==> src/rtl/reg_writeback_if.sv <==
// Writeback bus: load and ALU result channels plus the register-file write port.
interface reg_writeback_if;
    logic        ld_valid;
    logic        ld_ready;
    logic [4:0]  ld_rd;
    logic [31:0] ld_data;
    logic        alu_valid;
    logic        alu_ready;
    logic [4:0]  alu_rd;
    logic [31:0] alu_data;
    logic        wb_stall;
    logic        wb_we;
    logic [4:0]  wb_addr;
    logic [31:0] wb_data;

    modport master (
        output ld_valid, ld_rd, ld_data, alu_valid, alu_rd, alu_data, wb_stall,
        input  ld_ready, alu_ready, wb_we, wb_addr, wb_data
    );

    modport slave (
        input  ld_valid, ld_rd, ld_data, alu_valid, alu_rd, alu_data, wb_stall,
        output ld_ready, alu_ready, wb_we, wb_addr, wb_data
    );
endinterface

==> src/rtl/reg_writeback.sv <==
// Register writeback: 4-entry in-order FIFO feeding one registered write-port stage.
// Define WB_BYPASS_EN to enable forwarding from queued/in-flight writes to rs1/rs2.
module reg_writeback (
    input  logic           clk,
    input  logic           reset,
    reg_writeback_if.slave bus,
    output logic [31:0]    pending,
    output logic [2:0]     occupancy,
    input  logic [4:0]     rs1_addr,
    input  logic [4:0]     rs2_addr,
    output logic           fwd1_hit,
    output logic [31:0]    fwd1_data,
    output logic           fwd2_hit,
    output logic [31:0]    fwd2_data
);
    localparam int DEPTH = 4;

    typedef struct packed {
        logic [4:0]  rd;
        logic [31:0] data;
    } entry_t;

    entry_t     mem [DEPTH];
    logic [1:0] head;
    logic [1:0] tail;
    logic [2:0] count;

    logic   ld_fire;
    logic   alu_fire;
    logic   enq;
    logic   deq;
    entry_t enq_entry;

    // Space is judged on pre-edge count, so a full FIFO never accepts even while draining.
    assign bus.ld_ready  = !reset && (count < 3'd4);
    assign bus.alu_ready = !reset && (count < 3'd4) && !bus.ld_valid;
    assign ld_fire       = bus.ld_valid && bus.ld_ready;
    assign alu_fire      = bus.alu_valid && bus.alu_ready;
    assign enq           = ld_fire || alu_fire;
    assign deq           = (count != 3'd0) && (!bus.wb_we || !bus.wb_stall);
    assign occupancy     = count;

    always_comb begin
        // NOTE: every always_comb output gets a default first so no latch is inferred.
        enq_entry = '{rd: bus.alu_rd, data: bus.alu_data};
        if (ld_fire) begin
            enq_entry = '{rd: bus.ld_rd, data: bus.ld_data};
        end
    end

    always_ff @(posedge clk) begin
        if (reset) begin
            head  <= '0;
            tail  <= '0;
            count <= '0;
        end else begin
            if (enq) tail <= tail + 2'd1;
            if (deq) head <= head + 2'd1;
            count <= count + {2'b00, enq} - {2'b00, deq};
        end
    end

    // NOTE: storage is not reset; count gates every read, so stale contents are never visible.
    always_ff @(posedge clk) begin
        if (enq) begin
            mem[tail] <= enq_entry;
        end
    end

    always_ff @(posedge clk) begin
        if (reset) begin
            bus.wb_we   <= 1'b0;
            bus.wb_addr <= '0;
            bus.wb_data <= '0;
        end else if (deq) begin
            bus.wb_we   <= 1'b1;
            bus.wb_addr <= mem[head].rd;
            bus.wb_data <= mem[head].data;
        end else if (!bus.wb_stall) begin
            bus.wb_we <= 1'b0;
        end
    end

    // Slot age is its distance from head; an entry is live while its age is below count.
    always_comb begin
        pending = '0;
        if (bus.wb_we) pending[bus.wb_addr] = 1'b1;
        for (int a = 0; a < DEPTH; a++) begin
            if (3'(a) < count) pending[mem[head + 2'(a)].rd] = 1'b1;
        end
    end

`ifdef WB_BYPASS_EN
    logic [4:0]  rs_addr  [2];
    logic        hit      [2];
    logic [31:0] hit_data [2];

    assign rs_addr[0] = rs1_addr;
    assign rs_addr[1] = rs2_addr;

    // Scan oldest to youngest so the youngest match overwrites older ones.
    always_comb begin
        for (int p = 0; p < 2; p++) begin
            hit[p]      = 1'b0;
            hit_data[p] = '0;
            if (bus.wb_we && bus.wb_addr == rs_addr[p]) begin
                hit[p]      = 1'b1;
                hit_data[p] = bus.wb_data;
            end
            for (int a = 0; a < DEPTH; a++) begin
                if (3'(a) < count && mem[head + 2'(a)].rd == rs_addr[p]) begin
                    hit[p]      = 1'b1;
                    hit_data[p] = mem[head + 2'(a)].data;
                end
            end
            if (reset) begin
                hit[p]      = 1'b0;
                hit_data[p] = '0;
            end
        end
    end

    assign fwd1_hit  = hit[0];
    assign fwd1_data = hit_data[0];
    assign fwd2_hit  = hit[1];
    assign fwd2_data = hit_data[1];
`else
    wire unused_rs = ^{rs1_addr, rs2_addr};

    assign fwd1_hit  = 1'b0;
    assign fwd1_data = '0;
    assign fwd2_hit  = 1'b0;
    assign fwd2_data = '0;
`endif

endmodule

==> src/flat_wrapper.sv <==
// flat-port wrapper written by rule: the top's interface ports become plain ports
module reg_writeback_flat 
  (clk, reset, pending, occupancy, rs1_addr, rs2_addr, fwd1_hit, fwd1_data, fwd2_hit, fwd2_data, bus_ld_valid, bus_ld_rd, bus_ld_data, bus_alu_valid, bus_alu_rd, bus_alu_data, bus_wb_stall, bus_ld_ready, bus_alu_ready, bus_wb_we, bus_wb_addr, bus_wb_data);
  reg_writeback_if bus_i ();
  input  logic clk;
  input  logic reset;
  output logic [31:0] pending;
  output logic [2:0] occupancy;
  input  logic [4:0] rs1_addr;
  input  logic [4:0] rs2_addr;
  output logic fwd1_hit;
  output logic [31:0] fwd1_data;
  output logic fwd2_hit;
  output logic [31:0] fwd2_data;
  input wire logic [$bits(bus_i.ld_valid)-1:0] bus_ld_valid;
  input wire logic [$bits(bus_i.ld_rd)-1:0] bus_ld_rd;
  input wire logic [$bits(bus_i.ld_data)-1:0] bus_ld_data;
  input wire logic [$bits(bus_i.alu_valid)-1:0] bus_alu_valid;
  input wire logic [$bits(bus_i.alu_rd)-1:0] bus_alu_rd;
  input wire logic [$bits(bus_i.alu_data)-1:0] bus_alu_data;
  input wire logic [$bits(bus_i.wb_stall)-1:0] bus_wb_stall;
  output wire logic [$bits(bus_i.ld_ready)-1:0] bus_ld_ready;
  output wire logic [$bits(bus_i.alu_ready)-1:0] bus_alu_ready;
  output wire logic [$bits(bus_i.wb_we)-1:0] bus_wb_we;
  output wire logic [$bits(bus_i.wb_addr)-1:0] bus_wb_addr;
  output wire logic [$bits(bus_i.wb_data)-1:0] bus_wb_data;
  assign bus_i.ld_valid = bus_ld_valid;
  assign bus_i.ld_rd = bus_ld_rd;
  assign bus_i.ld_data = bus_ld_data;
  assign bus_i.alu_valid = bus_alu_valid;
  assign bus_i.alu_rd = bus_alu_rd;
  assign bus_i.alu_data = bus_alu_data;
  assign bus_i.wb_stall = bus_wb_stall;
  assign bus_ld_ready = bus_i.ld_ready;
  assign bus_alu_ready = bus_i.alu_ready;
  assign bus_wb_we = bus_i.wb_we;
  assign bus_wb_addr = bus_i.wb_addr;
  assign bus_wb_data = bus_i.wb_data;
  reg_writeback u_core (.clk(clk), .reset(reset), .bus(bus_i), .pending(pending), .occupancy(occupancy), .rs1_addr(rs1_addr), .rs2_addr(rs2_addr), .fwd1_hit(fwd1_hit), .fwd1_data(fwd1_data), .fwd2_hit(fwd2_hit), .fwd2_data(fwd2_data));
endmodule
==> config.mk <==
export PLATFORM = sky130hd
export DESIGN_NAME = reg_writeback_flat
export DESIGN_NICKNAME = d
export VERILOG_FILES = /design/src/rtl/reg_writeback_if.sv /design/src/rtl/reg_writeback.sv /design/src/flat_wrapper.sv
export SDC_FILE = /design/constraint.sdc
export NUM_CORES = 1
export LEC_CHECK = 0
export ABC_AREA = 1
export CAP_MARGIN = 30
export CORE_MARGIN = 5
export CORE_UTILIZATION = 45
export DETAILED_ROUTE_END_ITERATION = 10
export PLACE_DENSITY = 0.72
export SKIP_LAST_GASP = 1
export SLEW_MARGIN = 25
export SYNTH_ARGS = -nofsm -noshare
export SYNTH_HDL_FRONTEND = slang
export SYNTH_SLANG_ARGS = --single-unit
==> constraint.sdc <==
create_clock -name clk -period 7.08 [get_ports clk]
set_clock_uncertainty 0.05 [all_clocks]
set_input_delay 2.124 -clock clk [delete_from_list [all_inputs] [get_ports clk]]
set_output_delay 2.124 -clock clk [all_outputs]
set_load 0.02 [all_outputs]
==> results by stage <==
Status:
- The run finished with clean final reports.

Yosys:
- Of all cell types, the one taking the most synthesized area is sky130_fd_sc_hd__edfxtp_1.
- After synthesis, the share of flip-flops with an asynchronous set or reset is 0%.
- The top cell type's share of synthesized area is a little over two fifths.
- In the post-synthesis netlist, the biggest area contributors are sky130_fd_sc_hd__edfxtp_1 (42%), sky130_fd_sc_hd__nor2_1 (11%), sky130_fd_sc_hd__dfxtp_1 (8.9%).
- Synthesis inferred around 200 register bits.
- Yosys instantiated no cell more often than sky130_fd_sc_hd__nor2_1.
- In this run the cell area of the synthesized design comes to 0.01058 mm².
- The gate count after technology mapping is 1226.
- The primary flip-flop cell chosen by synthesis mapping is sky130_fd_sc_hd__edfxtp_1.
- Yosys mapped a number of flops with a built-in enable equal to between 100 and 150.
- The sequential cell area fraction in the yosys report is approximately half.
- The average instance in the mapped netlist occupies approximately 8.6 µm².
- The number of distinct standard cells referenced by the synthesized netlist is 36.
- Counting instances in the post-synthesis netlist gives the leading cell types as sky130_fd_sc_hd__nor2_1 (310), sky130_fd_sc_hd__nand2_1 (245), sky130_fd_sc_hd__edfxtp_1 (148), sky130_fd_sc_hd__o21ai_0 (108), sky130_fd_sc_hd__buf_4 (78).
- The number of warnings printed during yosys synthesis is 0.

STA:
- The number of endpoints failing setup at the final stage is 0.
- The worst max-slew margin expressed relative to the limit is between 30 and 40%.
- The smallest clock period supported by the final layout is computed as about 5.7 ns.
- The total count of max-transition violations in the final report was 0.
- At the pin with the least slew margin, the transition time is 0.9461 ns.
- Summed over all failing endpoints, the final setup total negative slack is 0 ns.
- Setup repair after global routing left no endpoint under its margin.
- The final count of hold timing violations is 0.
- The fraction of the cycle the final worst path needs is 80.67%.
- The maximum operating frequency is 175.1 MHz.
- Hold is met by 0.4784 ns.

Global routing:
- Global routing used 19.35% of the available tracks across all layers.
- The via count of the first global-routing pass is 7997.
- Entering global routing, the biggest net connects 81 pins.
- The global-route wire length before repair is between 40 and 50 mm.
- The total global routing overflow is 0.
- The number of antenna violations at the first check in global routing is 1.

Place:
- The final weighted congestion in routability-driven placement is a little over 0.9.
- In this run the tool buffered the top-level ports with 153 buffer cells.
- The number of instances in the placed design is 1663.
- After legalization and detailed placement, the total HPWL measured 18.07 mm.

Cells and area:
- The filler-free cell count of the finished design is roughly 1700.
- The final antenna diode count is 0.
- The utilization after layout is about 55%.
- The signed area change from the synthesized netlist to the final layout is 20.33%.
- Cells with a size suffix above 1 make up 11.61% of the layout.
- At the end of the flow, the number of nets in the layout was 1463.

Worst setup path:
- The endpoint type of the worst setup path is an output pin.
- The largest fanout on the critical path is 7.
- The data required time at the worst endpoint is 4.91 ns.
- The worst setup path is launched from an input port.
- The startpoint-to-endpoint class of the critical path is input port to output pin.
- The arrival time at the worst endpoint is 3.54 ns.

Routing:
- The post-detailed-routing wire length is 26.49 mm.
- The number of violations reported at the end of detailed-routing iteration 0 is 786.
- For this block, the via count after detailed routing is roughly 8600.
- The average vias per placed instance is roughly 5.1.
- The number of nets with antenna violations after routing is 0.
- For this run, design rule violations remaining after detail routing come to 0.
- The first detailed-routing pass ran for 5 iterations.
- Dividing the detail-routed wire length by the instance count gives approximately 16 µm.

Die:
- In this run the vertical extent of the chip is roughly 160 µm.
- The core region is 0.02333 mm².
- The initial core utilization is between 40% and 50%.
- The initialized floorplan defines 56 standard-cell rows.
- The floorplan die area is 0.02668 mm².
- From left edge to right edge, the die measures 163.3 µm.
- 230 I/O pins were placed.

Min path:
- The class of the most critical hold timing path is register to register.

CTS:
- The number of levels the H-tree was split into is 4.
- The source-to-sink clock delay at the later pin of the worst-skew pair is 0.44 ns.
- In this run the deepest clock path goes through 2 buffers.
- Counting the buffers created by CTS gives 17.
- The tree is rooted in a sky130_fd_sc_hd__clkbuf_16.
- The CTS tree is built.
- In this run, post-CTS repair resized a total of 0 instances.
- The post-CTS setup buffer count is 0.
- Counting every sink on the clock net gives 195.
- Clock-pin slew was measured on the worst setup and hold paths at 0.08 ns.
- The number of hold buffers added after cts is 0.

Power:
- The maximum vdd ir drop is between 0.0002 and 0.0003 V.
- The analysis attributes to cell leakage a power of 0.004994 µW.
- For this design the ratio of total power to cell area is 410.3 mW/mm².

Run:
- Max-cap violations in this run came to 0.
[area by class of cell]
class	count	area [µm²]
well taps	319	399.1
repair buffers	166	1662
clock buffers	17	425.4
flip-flops and latches	195	5388
inverters	52	198.9
fillers	2118	10600
clock inverters	15	142.6
multi-input cells	933	4516
[through the flow]
step                setup WS, ns  total power [µW]  area [µm²]
global placement           1.376              4256       12110
detailed placement         1.356              4316       12120
CTS                        1.357              5229       12680
global route               1.170              5567       12730
floorplan                  2.173              3473       10820
finish                     1.368              5223       12730
[per-layer routing]
layer | vias up | wire [µm] | global-route usage, %
met2 | 351 | 13000 | 33.98
met5 | - | 11 | 0
met4 | 2 | 468 | 5.757
met3 | 43 | 2241 | 4.189
li1 | 4198 | - | -
met1 | 3990 | 10760 | 23.98
[report_power, final]
group | total (µW) | switching, µW | leakage [µW] | internal, µW
sequential | 1590 | 140 | 0.00174 | 1450
combinational | 2720 | 1820 | 0.00298 | 901
clock | 913 | 446 | 0.000280 | 467
[worst paths after layout]
check                                                      endpoint  slack (ns)                                 from  cells after the start
worst max-delay path                                   bus_ld_ready        1.37                                reset                      3
worst min-delay path            u_core.bus.wb_data[20]$_SDFFE_PP0P_        0.48  u_core.bus.wb_data[20]$_SDFFE_PP0P_                      2
worst max register to register           u_core.mem[3][4]$_DFFE_PP_        4.59       u_core.occupancy[2]$_SDFF_PP0_                      5
worst min register to register  u_core.bus.wb_data[20]$_SDFFE_PP0P_        0.48  u_core.bus.wb_data[20]$_SDFFE_PP0P_                      2
[cell usage in the layout, fill, tap and decap left out, types with 9 or more instances in the layout]
cell type / count
sky130_fd_sc_hd__nor3_1: 13
sky130_fd_sc_hd__nand2_2: 22
sky130_fd_sc_hd__conb_1: 66
sky130_fd_sc_hd__inv_1: 41
sky130_fd_sc_hd__dfxtp_1: 45
sky130_fd_sc_hd__nand3_2: 16
sky130_fd_sc_hd__o21ai_0: 108
sky130_fd_sc_hd__clkbuf_16: 17
sky130_fd_sc_hd__clkdlybuf4s50_1: 153
sky130_fd_sc_hd__nand2_1: 245
sky130_fd_sc_hd__mux2_2: 37
sky130_fd_sc_hd__nand3_1: 30
sky130_fd_sc_hd__buf_4: 11
sky130_fd_sc_hd__inv_2: 9
sky130_fd_sc_hd__a21oi_1: 12
sky130_fd_sc_hd__edfxtp_1: 148
sky130_fd_sc_hd__a31oi_1: 32
sky130_fd_sc_hd__nor2_1: 306
[logic make-up after synthesis]
kind of cell / synth area share, %
compound gates: 8.136
fa+ha+maj: 1.135
simple gates: 26.76
flops: 50.90
xor+xnor: 0.08280
mux: 3.938
buf+inv: 9.011
other cells: 0.03544
[critical path: stages]
cell and delay [ns]:
sky130_fd_sc_hd__clkdlybuf4s50_1 0.53, sky130_fd_sc_hd__nor2_1 0.24, sky130_fd_sc_hd__clkdlybuf4s50_1 0.64
[registers in the layout, indices dropped and copies added, names as in the netlist, named ones only]
name,flops
u_core.mem,148
u_core.occupancy,3
u_core.bus.wb_addr,5
u_core.bus.wb_we,1
u_core.head,2
u_core.bus.wb_data,32
u_core.tail,2
Note: power is estimated with default switching activity, not from simulation.
